$ cat config.mk
export PLATFORM = sky130hd
export DESIGN_NAME = framebuffer_fetch_requester_flat
export DESIGN_NICKNAME = d
export VERILOG_FILES = /design/src/rtl/framebuffer_fetch_requester_if.sv /design/src/rtl/framebuffer_fetch_requester.sv /design/src/flat_wrapper.sv
export SDC_FILE = /design/constraint.sdc
export NUM_CORES = 1
export LEC_CHECK = 0
export BUFFER_PORTS_ARGS = -buffer_cell sky130_fd_sc_hd__clkbuf_2
export CAP_MARGIN = 15
export CORE_MARGIN = 2
export CORE_UTILIZATION = 55
export DETAILED_ROUTE_END_ITERATION = 16
export PLACE_DENSITY_LB_ADDON = 0.08
export SYNTH_ARGS = -nofsm -noshare
export SYNTH_HDL_FRONTEND = slang
export SYNTH_SLANG_ARGS = --single-unit
export TNS_END_PERCENT = 20
$ cat constraint.sdc
create_clock -name aclk -period 11.4 [get_ports aclk]
set_input_delay 1.14 -clock aclk [delete_from_list [all_inputs] [get_ports aclk]]
set_output_delay 1.14 -clock aclk [all_outputs]
set_load 0.1 [all_outputs]
$ cat src/rtl/framebuffer_fetch_requester_if.sv
`default_nettype none
// +----------------------------------------------------------------------------+
// | framebuffer_fetch_requester_if                                             |
// | Pixel-index input stream, fetch output stream and AXI AR/R monitor signals.|
// | Revision: 1.0                                                              |
// +----------------------------------------------------------------------------+
interface framebuffer_fetch_requester_if #(
  parameter int ADDR_WIDTH = 32,
  parameter int ID_WIDTH   = 8
);
  logic                  s_addr_axis_tvalid;
  logic                  s_addr_axis_tready;
  logic                  s_addr_axis_tlast;
  logic [ADDR_WIDTH-1:0] s_addr_axis_tdest;

  logic                  m_fetch_axis_tvalid;
  logic                  m_fetch_axis_tready;
  logic                  m_fetch_axis_tlast;
  logic [ADDR_WIDTH-1:0] m_fetch_axis_tdest;

  logic [ID_WIDTH-1:0]   m_mem_axi_arid;
  logic [ADDR_WIDTH-1:0] m_mem_axi_araddr;
  logic [7:0]            m_mem_axi_arlen;
  logic [2:0]            m_mem_axi_arsize;
  logic [1:0]            m_mem_axi_arburst;
  logic                  m_mem_axi_arvalid;
  logic                  m_mem_axi_arready;
  logic                  m_mem_axi_rvalid;
  logic                  m_mem_axi_rready;
  logic                  m_mem_axi_rlast;

  modport master (
    input  s_addr_axis_tvalid, s_addr_axis_tlast, s_addr_axis_tdest,
    output s_addr_axis_tready,
    output m_fetch_axis_tvalid, m_fetch_axis_tlast, m_fetch_axis_tdest,
    input  m_fetch_axis_tready,
    output m_mem_axi_arid, m_mem_axi_araddr, m_mem_axi_arlen, m_mem_axi_arsize,
    output m_mem_axi_arburst, m_mem_axi_arvalid,
    input  m_mem_axi_arready, m_mem_axi_rvalid, m_mem_axi_rready, m_mem_axi_rlast
  );

  modport slave (
    output s_addr_axis_tvalid, s_addr_axis_tlast, s_addr_axis_tdest,
    input  s_addr_axis_tready,
    input  m_fetch_axis_tvalid, m_fetch_axis_tlast, m_fetch_axis_tdest,
    output m_fetch_axis_tready,
    input  m_mem_axi_arid, m_mem_axi_araddr, m_mem_axi_arlen, m_mem_axi_arsize,
    input  m_mem_axi_arburst, m_mem_axi_arvalid,
    output m_mem_axi_arready, m_mem_axi_rvalid, m_mem_axi_rready, m_mem_axi_rlast
  );
endinterface
`default_nettype wire

$ cat src/rtl/framebuffer_fetch_requester.sv
`default_nettype none
// +----------------------------------------------------------------------------+
// | framebuffer_fetch_requester                                                |
// | Forwards pixel indices and issues one AR per new memory line under credit. |
// | Optional FB_FETCH_REQ_STATS_EN adds stat_lines / stat_stall_cycles.        |
// | Revision: 1.0                                                              |
// +----------------------------------------------------------------------------+
module framebuffer_fetch_requester #(
  parameter int STREAM_WIDTH    = 32,
  parameter int ADDR_WIDTH      = 32,
  parameter int ID_WIDTH        = 8,
  parameter int PIXEL_WIDTH     = 16,
  parameter int MAX_OUTSTANDING = 4
) (
  input  wire                           aclk,
  input  wire                           resetn,
  framebuffer_fetch_requester_if.master bus
`ifdef FB_FETCH_REQ_STATS_EN
  ,
  output logic [31:0]                   stat_lines,
  output logic [31:0]                   stat_stall_cycles
`endif
);
  localparam int         c_ppl        = STREAM_WIDTH / PIXEL_WIDTH;
  localparam int         c_tag_pos    = $clog2(c_ppl);
  localparam int         c_byte_shift = $clog2(STREAM_WIDTH / 8);
  localparam logic [7:0] c_max_out    = 8'(MAX_OUTSTANDING);

  logic                  r_fetch_valid;
  logic                  r_fetch_last;
  logic [ADDR_WIDTH-1:0] r_fetch_dest;
  logic                  r_ar_valid;
  logic [ADDR_WIDTH-1:0] r_ar_addr;
  logic [ADDR_WIDTH-1:0] r_last_tag;
  logic                  r_last_tag_valid;
  logic [7:0]            r_outstanding;

  logic [ADDR_WIDTH-1:0] w_tag;
  logic [ADDR_WIDTH-1:0] w_line_addr;
  logic                  w_need_line;
  logic                  w_fetch_free;
  logic                  w_ar_free;
  logic                  w_credit;
  logic                  w_tready;
  logic                  w_accept;
  logic                  w_req;
  logic                  w_dec;

  assign w_tag        = bus.s_addr_axis_tdest >> c_tag_pos;
  assign w_line_addr  = w_tag << c_byte_shift;
  // A tag match only counts while the stored tag is live; tlast and reset clear it.
  assign w_need_line  = !r_last_tag_valid || (w_tag != r_last_tag);
  assign w_fetch_free = !r_fetch_valid || bus.m_fetch_axis_tready;
  assign w_ar_free    = !r_ar_valid || bus.m_mem_axi_arready;
  assign w_credit     = r_outstanding < c_max_out;
  assign w_tready     = resetn && w_fetch_free && (!w_need_line || (w_ar_free && w_credit));
  assign w_accept     = bus.s_addr_axis_tvalid && w_tready;
  assign w_req        = w_accept && w_need_line;
  assign w_dec        = bus.m_mem_axi_rvalid && bus.m_mem_axi_rready && bus.m_mem_axi_rlast
                        && (r_outstanding != 8'd0);

  always_ff @(posedge aclk or negedge resetn) begin
    if (!resetn) begin
      r_fetch_valid    <= 1'b0;
      r_fetch_last     <= 1'b0;
      r_fetch_dest     <= '0;
      r_ar_valid       <= 1'b0;
      r_ar_addr        <= '0;
      r_last_tag       <= '0;
      r_last_tag_valid <= 1'b0;
      r_outstanding    <= 8'd0;
    end else begin
      if (w_accept) begin
        r_fetch_valid    <= 1'b1;
        r_fetch_last     <= bus.s_addr_axis_tlast;
        r_fetch_dest     <= bus.s_addr_axis_tdest;
        r_last_tag_valid <= !bus.s_addr_axis_tlast;
      end else if (bus.m_fetch_axis_tready) begin
        r_fetch_valid <= 1'b0;
      end

      if (w_req) begin
        r_ar_valid <= 1'b1;
        r_ar_addr  <= w_line_addr;
        r_last_tag <= w_tag;
      end else if (bus.m_mem_axi_arready) begin
        r_ar_valid <= 1'b0;
      end

      if (w_req && !w_dec) begin
        r_outstanding <= r_outstanding + 8'd1;
      end else if (!w_req && w_dec) begin
        r_outstanding <= r_outstanding - 8'd1;
      end
    end
  end

  assign bus.s_addr_axis_tready  = w_tready;
  assign bus.m_fetch_axis_tvalid = r_fetch_valid;
  assign bus.m_fetch_axis_tlast  = r_fetch_last;
  assign bus.m_fetch_axis_tdest  = r_fetch_dest;
  assign bus.m_mem_axi_arid      = '0;
  assign bus.m_mem_axi_araddr    = r_ar_addr;
  assign bus.m_mem_axi_arlen     = 8'd0;
  assign bus.m_mem_axi_arsize    = 3'(c_byte_shift);
  assign bus.m_mem_axi_arburst   = 2'b01;
  assign bus.m_mem_axi_arvalid   = r_ar_valid;

`ifdef FB_FETCH_REQ_STATS_EN
  logic [31:0] r_stat_lines;
  logic [31:0] r_stat_stall;

  always_ff @(posedge aclk or negedge resetn) begin
    if (!resetn) begin
      r_stat_lines <= 32'd0;
      r_stat_stall <= 32'd0;
    end else begin
      if (r_ar_valid && bus.m_mem_axi_arready && (r_stat_lines != 32'hFFFF_FFFF)) begin
        r_stat_lines <= r_stat_lines + 32'd1;
      end
      if (bus.s_addr_axis_tvalid && !w_tready && (r_stat_stall != 32'hFFFF_FFFF)) begin
        r_stat_stall <= r_stat_stall + 32'd1;
      end
    end
  end

  assign stat_lines        = r_stat_lines;
  assign stat_stall_cycles = r_stat_stall;
`endif
endmodule
`default_nettype wire

$ cat src/flat_wrapper.sv
// flat-port wrapper written by rule: the top's interface ports become plain ports
module framebuffer_fetch_requester_flat 
#(
  parameter int STREAM_WIDTH    = 32,
  parameter int ADDR_WIDTH      = 32,
  parameter int ID_WIDTH        = 8,
  parameter int PIXEL_WIDTH     = 16,
  parameter int MAX_OUTSTANDING = 4
)
  (aclk, resetn, bus_s_addr_axis_tvalid, bus_s_addr_axis_tlast, bus_s_addr_axis_tdest, bus_s_addr_axis_tready, bus_m_fetch_axis_tvalid, bus_m_fetch_axis_tlast, bus_m_fetch_axis_tdest, bus_m_fetch_axis_tready, bus_m_mem_axi_arid, bus_m_mem_axi_araddr, bus_m_mem_axi_arlen, bus_m_mem_axi_arsize, bus_m_mem_axi_arburst, bus_m_mem_axi_arvalid, bus_m_mem_axi_arready, bus_m_mem_axi_rvalid, bus_m_mem_axi_rready, bus_m_mem_axi_rlast);
  framebuffer_fetch_requester_if #(.ADDR_WIDTH(ADDR_WIDTH), .ID_WIDTH(ID_WIDTH)) bus_i ();
  input  wire aclk;
  input  wire resetn;
  input wire logic [$bits(bus_i.s_addr_axis_tvalid)-1:0] bus_s_addr_axis_tvalid;
  input wire logic [$bits(bus_i.s_addr_axis_tlast)-1:0] bus_s_addr_axis_tlast;
  input wire logic [$bits(bus_i.s_addr_axis_tdest)-1:0] bus_s_addr_axis_tdest;
  output wire logic [$bits(bus_i.s_addr_axis_tready)-1:0] bus_s_addr_axis_tready;
  output wire logic [$bits(bus_i.m_fetch_axis_tvalid)-1:0] bus_m_fetch_axis_tvalid;
  output wire logic [$bits(bus_i.m_fetch_axis_tlast)-1:0] bus_m_fetch_axis_tlast;
  output wire logic [$bits(bus_i.m_fetch_axis_tdest)-1:0] bus_m_fetch_axis_tdest;
  input wire logic [$bits(bus_i.m_fetch_axis_tready)-1:0] bus_m_fetch_axis_tready;
  output wire logic [$bits(bus_i.m_mem_axi_arid)-1:0] bus_m_mem_axi_arid;
  output wire logic [$bits(bus_i.m_mem_axi_araddr)-1:0] bus_m_mem_axi_araddr;
  output wire logic [$bits(bus_i.m_mem_axi_arlen)-1:0] bus_m_mem_axi_arlen;
  output wire logic [$bits(bus_i.m_mem_axi_arsize)-1:0] bus_m_mem_axi_arsize;
  output wire logic [$bits(bus_i.m_mem_axi_arburst)-1:0] bus_m_mem_axi_arburst;
  output wire logic [$bits(bus_i.m_mem_axi_arvalid)-1:0] bus_m_mem_axi_arvalid;
  input wire logic [$bits(bus_i.m_mem_axi_arready)-1:0] bus_m_mem_axi_arready;
  input wire logic [$bits(bus_i.m_mem_axi_rvalid)-1:0] bus_m_mem_axi_rvalid;
  input wire logic [$bits(bus_i.m_mem_axi_rready)-1:0] bus_m_mem_axi_rready;
  input wire logic [$bits(bus_i.m_mem_axi_rlast)-1:0] bus_m_mem_axi_rlast;
  assign bus_i.s_addr_axis_tvalid = bus_s_addr_axis_tvalid;
  assign bus_i.s_addr_axis_tlast = bus_s_addr_axis_tlast;
  assign bus_i.s_addr_axis_tdest = bus_s_addr_axis_tdest;
  assign bus_s_addr_axis_tready = bus_i.s_addr_axis_tready;
  assign bus_m_fetch_axis_tvalid = bus_i.m_fetch_axis_tvalid;
  assign bus_m_fetch_axis_tlast = bus_i.m_fetch_axis_tlast;
  assign bus_m_fetch_axis_tdest = bus_i.m_fetch_axis_tdest;
  assign bus_i.m_fetch_axis_tready = bus_m_fetch_axis_tready;
  assign bus_m_mem_axi_arid = bus_i.m_mem_axi_arid;
  assign bus_m_mem_axi_araddr = bus_i.m_mem_axi_araddr;
  assign bus_m_mem_axi_arlen = bus_i.m_mem_axi_arlen;
  assign bus_m_mem_axi_arsize = bus_i.m_mem_axi_arsize;
  assign bus_m_mem_axi_arburst = bus_i.m_mem_axi_arburst;
  assign bus_m_mem_axi_arvalid = bus_i.m_mem_axi_arvalid;
  assign bus_i.m_mem_axi_arready = bus_m_mem_axi_arready;
  assign bus_i.m_mem_axi_rvalid = bus_m_mem_axi_rvalid;
  assign bus_i.m_mem_axi_rready = bus_m_mem_axi_rready;
  assign bus_i.m_mem_axi_rlast = bus_m_mem_axi_rlast;
  framebuffer_fetch_requester #(.STREAM_WIDTH(STREAM_WIDTH), .ADDR_WIDTH(ADDR_WIDTH), .ID_WIDTH(ID_WIDTH), .PIXEL_WIDTH(PIXEL_WIDTH), .MAX_OUTSTANDING(MAX_OUTSTANDING)) u_core (.aclk(aclk), .resetn(resetn), .bus(bus_i));
endmodule
==> out/summary.md <==
Place
* routability congestion estimate: 0.814
* post-DP HPWL: 5250 um
* Port Buffer Count: 106

Logic synthesis
* number of instances in the synthesized netlist: 307
* number of flip-flops and latches in the synthesized netlist: 75
* dominant synthesized flop cell: dfrtp_1
* syn avg cell area: 13.0 um2
* synth warn: 0
* sequential share of the synthesized area: 0.469
* distinct cell type count of the synthesized netlist: 32
* fraction of synthesis flops using an asynchronous set or reset pin: 1.00
* number of synthesized flops with an enable pin: 0
* Post-Syn Area: 4010 um2

Routing
* Initial DRC Count: 45
* Initial DRT Pass Iterations: 4
* Avg Vias per Cell: 4.88
* DRC errors left: 0
* Antenna Nets Post-Route: 0
* WL per Instance: 14.8 um
* vias after detailed routing: 2398
* Detailed Route WL: 7290 um

Layout
* Post-layout nets: 436
* most common cell after layout, fill and taps aside: clkbuf_2
* count of filler cells inserted in the layout: 618
* sequential cell area: 1880 um2
* Antenna Diode Count: 0
* area of combinational cells with multiple inputs: 1690 um2
* leading cell types in the layout, fill and taps excluded: 105 x clkbuf_2, 75 x dfrtp_1, 36 x mux2_2
* synthesis-to-finish area growth: 12.5%
* share of cells above drive strength 1: 0.490

Global route
* combined global-route utilization of all metal layers: 0.188
* global-route wire length before repair: 11200 um
* number of global-route vias before repair: 2254
* largest net degree at the start of global routing: 40
* antenna violations before repair: 0
* final global-route overflow total: 0

Timing
* final critical path time including I/O delays and setup: 4580 ps
* setup TNS: 0 ps
* final count of hold timing violations: 0
* upper clock frequency limit: 218 MHz
* max-slew violation total from the final report: 0
* measured slew at the worst slew-check pin: 574 ps
* Post-Route Skew: 12.5 ps
* Rel. slew slack: 0.608
* final setup vio count: 0
* final cycle utilization of the critical path: 0.402
* setup repair after global routing missed its margin: false

Clocking
* H-tree level count: 3
* post-cts hold buffer count: 0
* clock tree buffer depth: 2
* post-CTS sizing: 0
* clk sinks: 75
* number of buffers added by the clock tree synthesis step: 9
* Setup Buffers After CTS: 0
* insertion delay to the later sink of the worst-skew pair: 350 ps
* clock transition at the registers of the reported paths: 80 ps
* cell at the root of the clock tree: clkbuf_8
* TritonCTS clock tree: yes

Flow run
* max-capacitance violation count: 0

Die
* area enclosed by the die boundary: 7980 um2
* number of standard-cell rows in the floorplan: 31
* number of I/O pins: 130
* Chip Height: 89.3 um
* starting density of the core: 0.561
* width of the die: 89.3 um
* total core area: 7140 um2

Worst setup path
* crit path DAT: 4810 ps
* launch point of the worst reg-to-reg path: u_core.bus.m_mem_axi_araddr[5]
* peak fanout along the critical path: 9
* kind of start point of the critical path: input port
* Worst EP required: 11630 ps
* Crit Path Category: in -> reg
* flop-to-flop setup slack: 7290 ps
* endpoint class of the critical path: register
* R2R depth: 14
* worst r2r dst: u_core.r_outstanding[7]

Hold path
* Hold Path End: u_core.r_outstanding[7]
* class of the worst hold path: reg -> reg
* worst min-delay path startpoint: u_core.r_outstanding[7]
* number of cells on the worst hold path: 1

Status
* outcome: complete, no violations

==> Yosys cell counts, drive strengths merged (2+ instances only) <==
cell	count	area [um2]
dfrtp	75	1880
a211oi	2	15.0
conb	2	7.51
nand4	4	25.0
buf	60	503
o21ai	9	45.0
xor2	25	219
o21bai	2	15.0
xnor2	12	105
mux2	65	841
nor2	4	15.0
ha	7	87.6
a21o	3	22.5
inv	5	18.8
nor4	9	62.6
nand2	8	30.0
a21oi	4	20.0
==> registers in the layout, indices dropped and copies added, names as in the netlist <==
signal                          cells
u_core.bus.m_fetch_axis_tdest      32
u_core.bus.m_fetch_axis_tvalid      1
u_core.r_outstanding                8
u_core.r_last_tag_valid             1
u_core.r_last_tag                   2
u_core.bus.m_mem_axi_arvalid        1
u_core.bus.m_mem_axi_araddr        29
u_core.bus.m_fetch_axis_tlast       1
==> area by class of cell <==
cell class	instances	share of cell area
clock inverter	6	0.0253
sequential	75	0.417
multi-input combinational	187	0.375
clock buffer	10	0.0283
inverter	5	0.00417
timing repair buffer	109	0.123
tap	99	0.0275
==> per-stage QoR <==
step	std cells	utilization	hold WS, ps	instance area (um2)	worst slack (ps)
2_1_floorplan	328	-	447	4080	6880
3_3_place_gp	475	0.597	469	4260	6510
3_5_place_dp	475	0.597	470	4260	6480
4_1_cts	491	0.631	485	4500	6840
5_1_grt	491	0.631	517	4500	6520
6_report	491	0.631	484	4500	6820
==> kinds of logic (layout without fill, tap and decap cells) <==
| group | count (synthesis) | after routing | synth area share |
|---|---|---|---|
| xor gates and xnor gates | 37 | 37 | 0.0809 |
| AOI/OAI and AO/OA | 23 | 23 | 0.0362 |
| and+or+nand+nor | 30 | 30 | 0.0419 |
| DFF | 75 | 75 | 0.469 |
| other | 2 | 23 | 0.00188 |
| adders and majority gates | 8 | 8 | 0.0269 |
| buffers and inverters | 66 | 130 | 0.131 |
| muxes | 66 | 66 | 0.212 |
==> worst max path at each step <==
stage                                    from                      end  slack [ps]  depth (start not counted)
CTS                 bus_s_addr_axis_tdest[13]  u_core.r_outstanding[7]        6840                         15
global placement    bus_s_addr_axis_tdest[13]  u_core.r_outstanding[7]        6510                         15
floorplan           bus_s_addr_axis_tdest[13]   bus_s_addr_axis_tready        6880                          6
detailed placement  bus_s_addr_axis_tdest[13]  u_core.r_outstanding[7]        6480                         15
finish               bus_s_addr_axis_tdest[4]  u_core.r_outstanding[7]        6820                         15
global route        bus_s_addr_axis_tdest[13]  u_core.r_outstanding[7]        6520                         15
==> layer usage <==
| metal | share of wire | up-vias | GRT usage |
|---|---|---|---|
| met2 | 0.45 | 84 | 0.277 |
| li1 | - | 1140 | - |
| met4 | 0.014 | 0 | 0.0814 |
| met5 | 0 | - | 0 |
| met1 | 0.48 | 1164 | 0.264 |
| met3 | 0.058 | 10 | 0.0499 |
==> worst max-delay path, stage by stage <==
cell	delay, ps
clkbuf_2	110
xor2_1	140
nor4_1	430
nand4_1	190
nor4_2	520
nor3b_4	80
ha_1	210
inv_1	240
ha_1	310
a211oi_1	290
o21bai_1	140
a2111oi_0	570
o31a_1	220
o21ai_0	90
xnor2_1	130
Power is left out: the tool's default activity adds up to more than one toggle a clock period on the data nets, which glitch-free logic cannot reach.
